[config.mk]
export PLATFORM = sky130hd
export DESIGN_NAME = mult_hilo_unit
export DESIGN_NICKNAME = d
export VERILOG_FILES = /design/src/rtl/mult_hilo_unit.sv
export SDC_FILE = /design/constraint.sdc
export NUM_CORES = 1
export LEC_CHECK = 0
export CAP_MARGIN = 20
export CORE_MARGIN = 5
export CORE_UTILIZATION = 30
export DETAILED_ROUTE_END_ITERATION = 12
export PLACE_DENSITY = 0.51
export SETUP_SLACK_MARGIN = 0.2
export SYNTH_ARGS = -nofsm -noshare
export SYNTH_HDL_FRONTEND = slang
export SYNTH_SLANG_ARGS = --single-unit
export TNS_END_PERCENT = 50
[constraint.sdc]
create_clock -name clk -period 4.3 [get_ports clk]
set_input_delay 0.86 -clock clk [delete_from_list [all_inputs] [get_ports clk]]
set_output_delay 0.86 -clock clk [all_outputs]
set_load 0.05 [all_outputs]
[src/rtl/mult_hilo_unit.sv]
// mult_hilo_unit: multi-cycle 32x32 shift-add multiplier with the HI/LO
// register pair. It multiplies operand magnitudes over WIDTH cycles and fixes
// the sign in one final cycle, so HI/LO are only ever written as a pair.
module mult_hilo_unit #(
  parameter int WIDTH = 32
) (
  input  logic             clk,
  input  logic             rst_n,
  input  logic             start_mult,
  input  logic             mult_sign,
  input  logic [WIDTH-1:0] op_a,
  input  logic [WIDTH-1:0] op_b,
  input  logic             hilo_sel,
  input  logic             hilo_read,
  output logic [WIDTH-1:0] hi,
  output logic [WIDTH-1:0] lo,
  output logic [WIDTH-1:0] hilo_out,
  output logic             busy,
  output logic             done,
  output logic             hilo_stall
);

  localparam int CW = $clog2(WIDTH);
  localparam logic [WIDTH-1:0]   ONE_W      = {{(WIDTH-1){1'b0}}, 1'b1};
  localparam logic [2*WIDTH-1:0] ONE_2W     = {{(2*WIDTH-1){1'b0}}, 1'b1};
  localparam logic [CW-1:0]      ONE_C      = {{(CW-1){1'b0}}, 1'b1};
  localparam logic [CW-1:0]      LAST_COUNT = CW'(WIDTH - 1);

  typedef enum logic [1:0] {
    IDLE = 2'b00,
    CALC = 2'b01,
    SIGN = 2'b10
  } state_t;

  // Two's-complement magnitude; -2^(W-1) maps to 2^(W-1), which still fits
  // in W unsigned bits.
  function automatic logic [WIDTH-1:0] magnitude(input logic [WIDTH-1:0] v,
                                                 input logic sgn);
    if (sgn && v[WIDTH-1]) begin
      magnitude = (~v) + ONE_W;
    end else begin
      magnitude = v;
    end
  endfunction

  state_t             state_r;
  logic [CW-1:0]      count_r;
  logic [2*WIDTH-1:0] acc_r;
  logic [2*WIDTH-1:0] mcand_r;
  logic [WIDTH-1:0]   mplier_r;
  logic               neg_r;

  logic [2*WIDTH-1:0] acc_next_s;
  logic [2*WIDTH-1:0] result_s;

  // Partial-product step and final sign correction of the accumulator.
  always_comb begin
    acc_next_s = acc_r;
    result_s   = acc_r;
    if (mplier_r[0]) begin
      acc_next_s = acc_r + mcand_r;
    end else begin
      acc_next_s = acc_r;
    end
    if (neg_r) begin
      result_s = (~acc_r) + ONE_2W;
    end else begin
      result_s = acc_r;
    end
  end

  // Read mux and pipeline stall while a product is still pending.
  always_comb begin
    hilo_out   = hi;
    hilo_stall = hilo_read & busy;
    if (hilo_sel) begin
      hilo_out = lo;
    end else begin
      hilo_out = hi;
    end
  end

  // Multiplier sequencer: IDLE -> CALC (WIDTH steps) -> SIGN -> IDLE.
  always_ff @(posedge clk or negedge rst_n) begin
    if (!rst_n) begin
      state_r  <= IDLE;
      count_r  <= {CW{1'b0}};
      acc_r    <= {(2*WIDTH){1'b0}};
      mcand_r  <= {(2*WIDTH){1'b0}};
      mplier_r <= {WIDTH{1'b0}};
      neg_r    <= 1'b0;
      hi       <= {WIDTH{1'b0}};
      lo       <= {WIDTH{1'b0}};
      busy     <= 1'b0;
      done     <= 1'b0;
    end else begin
      case (state_r)
        IDLE: begin
          done <= 1'b0;
          if (start_mult) begin
            mcand_r  <= {{WIDTH{1'b0}}, magnitude(op_a, mult_sign)};
            mplier_r <= magnitude(op_b, mult_sign);
            neg_r    <= mult_sign & (op_a[WIDTH-1] ^ op_b[WIDTH-1]);
            acc_r    <= {(2*WIDTH){1'b0}};
            count_r  <= {CW{1'b0}};
            busy     <= 1'b1;
            state_r  <= CALC;
          end else begin
            busy    <= 1'b0;
            state_r <= IDLE;
          end
        end
        CALC: begin
          acc_r    <= acc_next_s;
          mcand_r  <= {mcand_r[2*WIDTH-2:0], 1'b0};
          mplier_r <= {1'b0, mplier_r[WIDTH-1:1]};
          count_r  <= count_r + ONE_C;
          if (count_r == LAST_COUNT) begin
            state_r <= SIGN;
          end else begin
            state_r <= CALC;
          end
        end
        SIGN: begin
          hi      <= result_s[2*WIDTH-1:WIDTH];
          lo      <= result_s[WIDTH-1:0];
          done    <= 1'b1;
          busy    <= 1'b0;
          state_r <= IDLE;
        end
        default: begin
          state_r <= IDLE;
          busy    <= 1'b0;
          done    <= 1'b0;
        end
      endcase
    end
  end

endmodule
# After elaboration in Yosys (flattened, before gate mapping)
# Index checks and enable logic that the tools add are counted.
[word_totals]
wordCells = 52
input_bits = 70
out_inout_bits = 99
reg_bits = 234
[classes]
bitwise_logic = 6
muxes = 19
add_sub_neg = 5
reduce_logical = 7
n_eq_ne = 5
[ops]
columns = ["operator", "count"]
rows = [
  ["$mux W64", 4],
  ["$pmux W64 S2", 2],
  ["$mux W32", 4],
  ["$add A32 B1 Y32 const B", 2],
  ["$add A64 B1 Y64 const B", 1],
  ["$add A64 B64 Y64", 1],
  ["$not A32 Y32", 2],
  ["$not A64 Y64", 1],
  ["$pmux W32 S2", 1],
  ["$pmux W5 S2", 1],
  ["$add A5 B1 Y5 const B", 1],
  ["$eq A5 B5 Y1 const B", 1],
  ["$mux W5", 1],
  ["$ne A2 B2 Y1 const B", 2],
  ["$pmux W1 S2", 2],
  ["$pmux W2 S2", 1],
  ["$reduce_and A2 Y1", 2],
  ["$reduce_and A3 Y1", 1],
  ["$and A1 B1 Y1", 2],
  ["$eq A2 B1 Y1 const B", 1],
  ["$eq A2 B2 Y1 const B", 1],
  ["$logic_and A1 B1 Y1", 2],
  ["$logic_not A2 Y1", 1],
  ["$mux W1", 2],
  ["other kinds (3)", 3],
]

# Longest topological paths before layout
# Gate-level depths: netlist of run 1.
[logic_depth]
depth_word = 5
mapped_depth = 13
ltp_nobuf = 13

# Worst setup path after synthesis of run 1
# Ideal clock, no wire load.
[synth_path]
path_kind = "register to register"
from = "register acc_r[14]"
to = "register hi[6]"
setup_ns = 0.123
t_required_ns = 4.177
synth_period_minus_slack_ns = 3.272
path_slack_ns = 1.028
path_buffers = 0
stages_incl_launch_ff = 11
arrival_time_ns = 3.149
path_cell_list = "dfrtp_1 -> or4_4 -> nor4_4 -> nand2b_2 -> or3_4 -> or4_4 -> or4_4 -> or3_4 -> o21ai_2 -> xor2_1 -> o21ai_1"
[synth_via]
elab_chain_cells = 3
[synth_rtl]
columns = ["element", "line_no", "text"]
rows = [
  ["start, declared", "48", "logic [2*WIDTH-1:0] acc_r;"],
  ["start signal, assigned", "88", "acc_r <= {(2*WIDTH){1'b0}};"],
  ["start signal, assigned", "104", "acc_r <= {(2*WIDTH){1'b0}};"],
  ["start signal, assigned", "114", "acc_r <= acc_next_s;"],
  ["$not A64 Y64", "66", "result_s = (~acc_r) + ONE_2W;"],
  ["$add A64 B1 Y64", "66", ""],
  ["$mux W64", "65", "if (neg_r) begin"],
  ["end signal, assigned", "92", "hi <= {WIDTH{1'b0}};"],
  ["end signal, assigned", "125", "hi <= result_s[2*WIDTH-1:WIDTH];"],
  ["end, declared", "15", "output logic [WIDTH-1:0] hi,"],
]
# No other way between the ends.
# A chain may end at the register's enable or synchronous reset.

# Final worst setup path of run 1
[layout_path]
from = "register acc_r[31]"
to = "register hi[21]"
# The elaborated chain is that of the path after synthesis.

==> summary.md, run 1 <==
| Metric | Value |
|---|---|
| Startpoint types | `register` |
| MaxCap Viol Count | `0` |
| PnR worst setup slack | `about 0.53 ns` |
| First-pass GRT wire length | `between 70,000 and 80,000 um` |
| Routability Congestion | `0.893` |
| Post-synthesis sequential area ratio | `about two fifths` |
| Leading area contributor after synthesis | `dfrtp_1` |
| Post-CTS Hold Fix Bufs | `0` |
| Worst hold path class | `input port to asynchronous set/reset pin` |
| Clock power share | `between 20% and 30%` |
| Reg power frac | `30.9%` |
| Total number of vias | `about 13,000` |
| # DRC | `0` |
| Detailed placement HPWL | `~36,000 um` |
| # setup viols final | `0` |
| Outcome | `complete, no violations` |
| Mapped cell area | `roughly 15,000 sq um` |
| Worst setup EP type | `register` |
| Die Y | `234 um` |
| Max clock buf depth | `3` |
| Util after Layout | `37.7%` |
| Slew HR | `30.6%` |
| Vias per Instance | `between 5 and 6` |
| Cell Rows | `82` |
| Max IR drop VDD | `between 300 and 400 uV` |
| NetSw | `~5600 uW` |
| GR Overflow Total | `0` |
| Final min period | `about 3.8 ns` |
| I/O Buffers | `168` |
| Synthesized instance count | `~1,700` |
| Combinational share of power | `around 48%` |
| Fillers | `about 5,100` |
| Largest cells by area after synthesis | `dfrtp_1 39%, o21ai_0 7.6%, xor2_1 6.2%` |
| Post-DR wirelength/cell | `about 19 um` |
| Clk_lat worst skew | `just under 0.6 ns` |
| Layout cells sized above 1 | `approximately 8.8%` |
| Critical R2R Launch | `acc_r[31]$_DFFE_PN0P_` |
| Commonest non-fill, non-tap cell in the layout | `nand2_1` |
| RSZ-0062 raised after global routing | `no` |
| Sink Count | `around 230` |
| Antenna Nets Post-Route | `0` |
| Die Wd | `~230 um` |
| IO Count | `between 150 and 200` |
| Worst path arrival time | `between 4 and 5 ns` |
| Crit path max fanout | `5` |
| Area growth syn-to-layout | `25.1%` |
| Post-synth ARST share | `100%` |
| Place WS | `a little under 0.5 ns` |
| CTS clk-pin slew, worst paths | `~0.060 ns` |
| Max Slew Vio Count | `0` |
| Largest net degree at the start of global routing | `102` |
| Synth unique cells | `71` |
| Net Sw Frac | `roughly 45%` |
| Lkg Pwr | `approximately 0.0081 uW` |
| Post-synth EDFFs | `0` |
| Int Power | `about 7000 uW` |
| Synth top area share | `between 30% and 40%` |
| Worst Setup SP | `acc_r[31]$_DFFE_PN0P_` |
| Syn Nets | `1,841` |
| Critical Path RT | `4.72 ns` |
| CTS tree | `yes` |
| Syn avg cell area | `between 8 and 9 sq um` |
| Worst Skew | `roughly 0.018 ns` |
| Core ar. | `between 40,000 and 50,000 sq um` |
| Most frequent cells in the layout | `239 x nand2_1, 233 x dfrtp_1, 227 x o21ai_0, 135 x clkdlybuf4s50_1, 107 x xor2_1` |
| Power per standard cell area | `roughly 660 nW/um^2` |
| Total Routing Usage GR | `16.9%` |
| Final WL | `around 47,000 um` |
| Initial Utilization | `between 30% and 40%` |
| Slew at the pin closest to its max-slew limit | `between 1 and 1.5 ns` |
| Initial DRC count | `roughly 770` |
| Worst Setup Path Type | `register to register` |
| Endpoints failing hold | `0` |
| Fin crit share | `87.6%` |
| Final nets | `between 1,500 and 2,000` |
| Root Driver | `clkbuf_16` |
| Initial antenna violation count | `2` |
| DR pass1 iterations | `5` |
| Number of synthesized register bits | `between 200 and 250` |
| H-tree depth reported by CTS | `1` |
| Die Area | `54,800 sq um` |
| # diodes | `0` |
| YS warnings | `0` |
| Post-CTS Setup Bufs | `0` |
| Vias in the first global route | `between 10,000 and 15,000` |
| PostCTS Resize Cnt | `0` |
| Cts bufs inserted | `29` |
| Most used flip-flop cell after synthesis | `dfrtp_1` |
| Fmax | `0.266 GHz` |
| Final setup TNS | `0 ns` |
flip-flops by register name, indices dropped and copies added (netlist names):
signal / flops
acc_r: 64
mcand_r: 64
hi: 32
lo: 32
mplier_r: 32
count_r: 5
state_r: 2
busy: 1
done: 1
neg_r: 1
routing by layer:
layer,global-route usage (%),vias up,routed length [um]
li1,-,6483,-
met1,24.6,6443,23000
met2,27.1,321,21200
met3,2.41,56,2400
met4,3.23,2,879
met5,0,-,11
cell usage after synthesis, types with 4 or more instances:
cell        n
a22oi_1    52
nor3_1     22
o31ai_1    30
o22ai_1    21
clkbuf_1   77
o41ai_1    13
or4_1       9
o21a_1     10
mux2_2     32
o31a_1      4
and2_1     12
nor2_1     72
ha_1       68
nor4_1     11
nor2b_1     4
inv_1      33
nand3_1    21
nand2b_1   11
a21oi_1    96
a221oi_1    4
nand4_1    18
a31oi_1     7
a21boi_0    8
a211oi_1    5
a22o_1     39
nand2_1   240
and3_1     12
or3_1      15
buf_1       9
mux2i_1     4
o21bai_1   13
xor2_1    107
o211ai_1    7
o21ai_1     4
a21o_1     29
xnor2_1    70
dfrtp_1   234
o21ai_0   229
power by group through the flow:
| stage | Combinational [uW] | Sequential [uW] | Clock, uW |
|---|---|---|---|
| 3_5_place_dp | 6060 | 3880 | 0 |
| 4_1_cts | 6080 | 3850 | 2660 |
| 6_report | 6050 | 3860 | 2600 |
| 2_1_floorplan | 4230 | 3660 | 0 |
| 3_3_place_gp | 6000 | 3870 | 0 |
| 5_1_grt | 6730 | 3960 | 2740 |
cell families after synthesis:
group | count (synthesis) | share of synthesized area, %
compound gates | 593 | 24.6
xor+xnor | 177 | 10.3
fa+ha+maj | 69 | 5.78
buf+inv | 124 | 3.35
flops | 234 | 38.9
mux | 36 | 2.66
simple gates | 469 | 14.5
critical path: stages, from the launching register on:
cell and delay [ns]:
dfrtp_1 0.45, or4_1 0.60, or3_2 0.48, nor2_1 0.27, nand4_1 0.28, or4b_1 0.58, nor2_1 0.35, nand3b_1 0.12
nand2_1 0.10, xor2_1 0.27, o21ai_0 0.11
layout make-up:
class	count	area, sq um	area share, %
Multi-Input combinational cell	1344	8750	46.4
Sequential cell	234	5860	31.1
Timing Repair Buffer	194	2250	11.9
Clock buffer	42	865	4.59
Tap cell	672	841	4.46
Clock inverter	12	156	0.830
Inverter	33	124	0.657
path summary, 6_finish.rpt:
path / endpoint / slack, ns / cells after the start
worst max-delay path: hi[21]$_DFFE_PN0P_ / 0.53 / 10
worst min-delay path: mplier_r[13]$_DFFE_PN0P_ / 0.32 / 1
worst max register to register: hi[21]$_DFFE_PN0P_ / 0.53 / 10
worst min register to register: done$_DFFE_PN0N_ / 0.48 / 2
max in group asynchronous: lo[23]$_DFFE_PN0P_ / 3.11 / 2
min in group clk: done$_DFFE_PN0N_ / 0.48 / 2
metrics by stage:
step	hold WS, ns	power [uW]	cell area (sq um)	std cells
2_1_floorplan	0.449	7890	15100	1702
3_3_place_gp	0.471	9860	17800	2477
3_5_place_dp	0.471	9940	17800	2477
4_1_cts	0.369	12600	18800	2531
5_1_grt	0.386	13400	18800	2531
6_report	0.315	12500	18800	2531
No activity file was read; power rests on OpenSTA's default activity.
==> run 2: changes to the inputs <==
--- a/config.mk
+++ b/config.mk
@@ -11,6 +11,7 @@
 export DETAILED_ROUTE_END_ITERATION = 12
 export PLACE_DENSITY = 0.51
 export SETUP_SLACK_MARGIN = 0.2
+export SLEW_MARGIN = 20
 export SYNTH_ARGS = -nofsm -noshare
 export SYNTH_HDL_FRONTEND = slang
 export SYNTH_SLANG_ARGS = --single-unit
==> results of run 2 <==
No change in the layout: final DEF, timing and power equal those of run 1.
==> run 3: changes to the inputs <==
--- a/config.mk
+++ b/config.mk
@@ -10,6 +10,7 @@
 export CORE_UTILIZATION = 30
 export DETAILED_ROUTE_END_ITERATION = 12
 export PLACE_DENSITY = 0.51
+export REMOVE_ABC_BUFFERS = 1
 export SETUP_SLACK_MARGIN = 0.2
 export SLEW_MARGIN = 20
 export SYNTH_ARGS = -nofsm -noshare
==> run 3 against run 2 <==
  * Worst hold slack lost 0.064 ns
  * Power increased by 0.28%
  * Worst setup slack got worse by 0.028 ns
  * Die area unchanged
  * Critical path depth rose by 5
  * Fmax fell by 0.74%
  * Clock-buffer cell count decreased by 7
  * Combinational power fell by 2%
  * Non-clock buffer count is 1 lower
  * Sequential cell count did not move
  * Sequential share of layout area is essentially flat
  * Largest power group unchanged
==> summary.md, run 3 (synthesis results as in run 1) <==
| Metric | Value |
|---|---|
| Clk_lat worst skew | `around 0.57 ns` |
| Total number of vias | `approximately 13,000` |
| Sink Count | `between 200 and 250` |
| Worst Skew | `~0.021 ns` |
| PnR worst setup slack | `slightly above 0.5 ns` |
| Worst Setup Path Type | `register to register` |
| CTS tree | `yes` |
| Routability Congestion | `slightly below 0.9` |
| Max Slew Vio Count | `0` |
| MaxCap Viol Count | `0` |
| Most frequent cells in the layout | `238 x nand2_1, 233 x dfrtp_1, 228 x o21ai_0, 135 x clkdlybuf4s50_1, 107 x xor2_1` |
| Post-CTS Setup Bufs | `0` |
| Largest registers | `acc_r x64, mcand_r x64` |
| Max IR drop VDD | `263 uV` |
| Vias per Instance | `just over 5` |
| Die Wd | `about 230 um` |
| DP Cell Count | `around 2,500` |
| Power per standard cell area | `between 600 and 700 nW/um^2` |
| Critical Path RT | `4.75 ns` |
| Final nets | `1,973` |
| IO Count | `approximately 170` |
| Fmax | `~0.26 GHz` |
| RSZ-0062 raised after global routing | `no` |
| Largest stage delay on the critical path | `about 0.45 ns` |
| Initial antenna violation count | `0` |
| Place WS | `~0.15 ns` |
| Slew at the pin closest to its max-slew limit | `between 1 and 1.5 ns` |
| Max clock buf depth | `3` |
| Post-DR wirelength/cell | `between 15 and 20 um` |
| Vias in the first global route | `13,200` |
| Antenna Nets Post-Route | `0` |
| Fin cells | `2,528` |
| First-pass GRT wire length | `between 70,000 and 80,000 um` |
| Total Routing Usage GR | `17.0%` |
| Root Driver | `clkbuf_16` |
| Worst setup EP type | `register` |
| I/O Buffers | `~170` |
| Cts bufs inserted | `28` |
| Startpoint types | `register` |
| Worst reg2reg path depth | `15` |
| Endpoints failing hold | `0` |
| Detailed placement HPWL | `around 36,000 um` |
| Final min period | `3.79 ns` |
| Largest net degree at the start of global routing | `between 100 and 150` |
| Area growth syn-to-layout | `25.3%` |
| Core ar. | `50,000 sq um` |
| Cell Rows | `between 80 and 90` |
| Initial Utilization | `between 30% and 40%` |
| Outcome | `complete, no violations` |
| Initial DRC count | `approximately 790` |
| Fin crit share | `between 80% and 90%` |
| # setup viols final | `0` |
| # diodes | `0` |
| DR pass1 iterations | `5` |
| Die Area | `~55,000 sq um` |
| Die Y | `~230 um` |
| Final WL | `47,000 um` |
| Worst hold path class | `input port to asynchronous set/reset pin` |
| CTS clk-pin slew, worst paths | `0.06 ns` |
| Slew HR | `between 20% and 30%` |
| Lkg Pwr | `roughly 0.008 uW` |
| Commonest non-fill, non-tap cell in the layout | `nand2_1` |
| Worst path arrival time | `approximately 4.3 ns` |
| GR Overflow Total | `0` |
| DP Area | `17,800 sq um` |
| Layout cells sized above 1 | `under 10%` |
| Slowest-stage cell, CP | `a2111oi_2` |
| Final Cell Area | `approximately 19,000 sq um` |
| CP cell instances | `ha_1, inv_1, fa_1, nand2b_1, a21oi_1, o2111ai_1, a2111oi_2, buf_4, o311ai_0, a21oi_1, o21ai_0, buf_4, o31ai_1, mux2i_1, nand2_1` |
| # DRC | `0` |
| Crit path max fanout | `5` |
| H-tree depth reported by CTS | `1` |
[run 3: path summary, 6_finish.rpt]
kind | from | endpoint | slack [ns]
setup / recovery | acc_r[0]$_DFFE_PN0P_ | acc_r[58]$_DFFE_PN0P_ | 0.51
hold / removal | rst_n | lo[3]$_DFFE_PN0P_ | 0.25
setup reg to reg | acc_r[0]$_DFFE_PN0P_ | acc_r[58]$_DFFE_PN0P_ | 0.51
hold reg to reg | count_r[3]$_DFFE_PN0P_ | count_r[3]$_DFFE_PN0P_ | 0.50
max in group asynchronous | rst_n | busy$_DFFE_PN0N_ | 3.13
min in group clk | count_r[3]$_DFFE_PN0P_ | count_r[3]$_DFFE_PN0P_ | 0.50
[run 3: layout make-up]
class | count | area [sq um]
Sequential cell | 234 | 5860
Inverter | 33 | 124
Fill cell | 5060 | 31100
Clock inverter | 17 | 272
Clock buffer | 35 | 798
Tap cell | 672 | 841
Multi-Input combinational cell | 1344 | 8760
Timing Repair Buffer | 193 | 2220
[run 3: metrics by stage]
step / util, % / hold WS (ns) / power (uW) / setup TNS (ns)
2_1_floorplan: - / 0.449 / 7810 / -466.50
3_3_place_gp: 35.6 / 0.474 / 9790 / 0
3_5_place_dp: 35.6 / 0.483 / 9850 / 0
4_1_cts: 37.8 / 0.280 / 12600 / 0
5_1_grt: 37.8 / 0.293 / 13500 / 0
6_report: 37.8 / 0.251 / 12500 / 0
[run 3: timing repair]
item,in CTS,in global routing
endpoints found under the setup margin,2,3
hold buffers,0,0
resized for setup,1,1
[run 3: report_power, final]
| part | total [uW] | internal (uW) | switching, uW |
|---|---|---|---|
| combinational | 5940 | 2400 | 3550 |
| clock | 2720 | 1730 | 994 |
| sequential | 3870 | 2900 | 970 |
| total | 12500 | 7030 | 5510 |
[run 3: worst max-delay path, delay by kind of cell, from the launching register on]
kind                       cells  cell delay (ns)
and+or+nand+nor                2             0.24
buffers and inverters          3             0.42
adders and majority gates      2             0.60
muxes                          1             0.22
AOI/OAI and AO/OA              7             1.78
DFF                            1             0.41
[run 3: per-layer routing]
metal / part of all wire (%) / routed length (um) / track usage (%)
met4: 1.4 / 646 / 2.92
met2: 43 / 20300 / 26.7
met3: 5.8 / 2730 / 2.85
met5: 0 / 0 / 0
met1: 50 / 23300 / 24.9
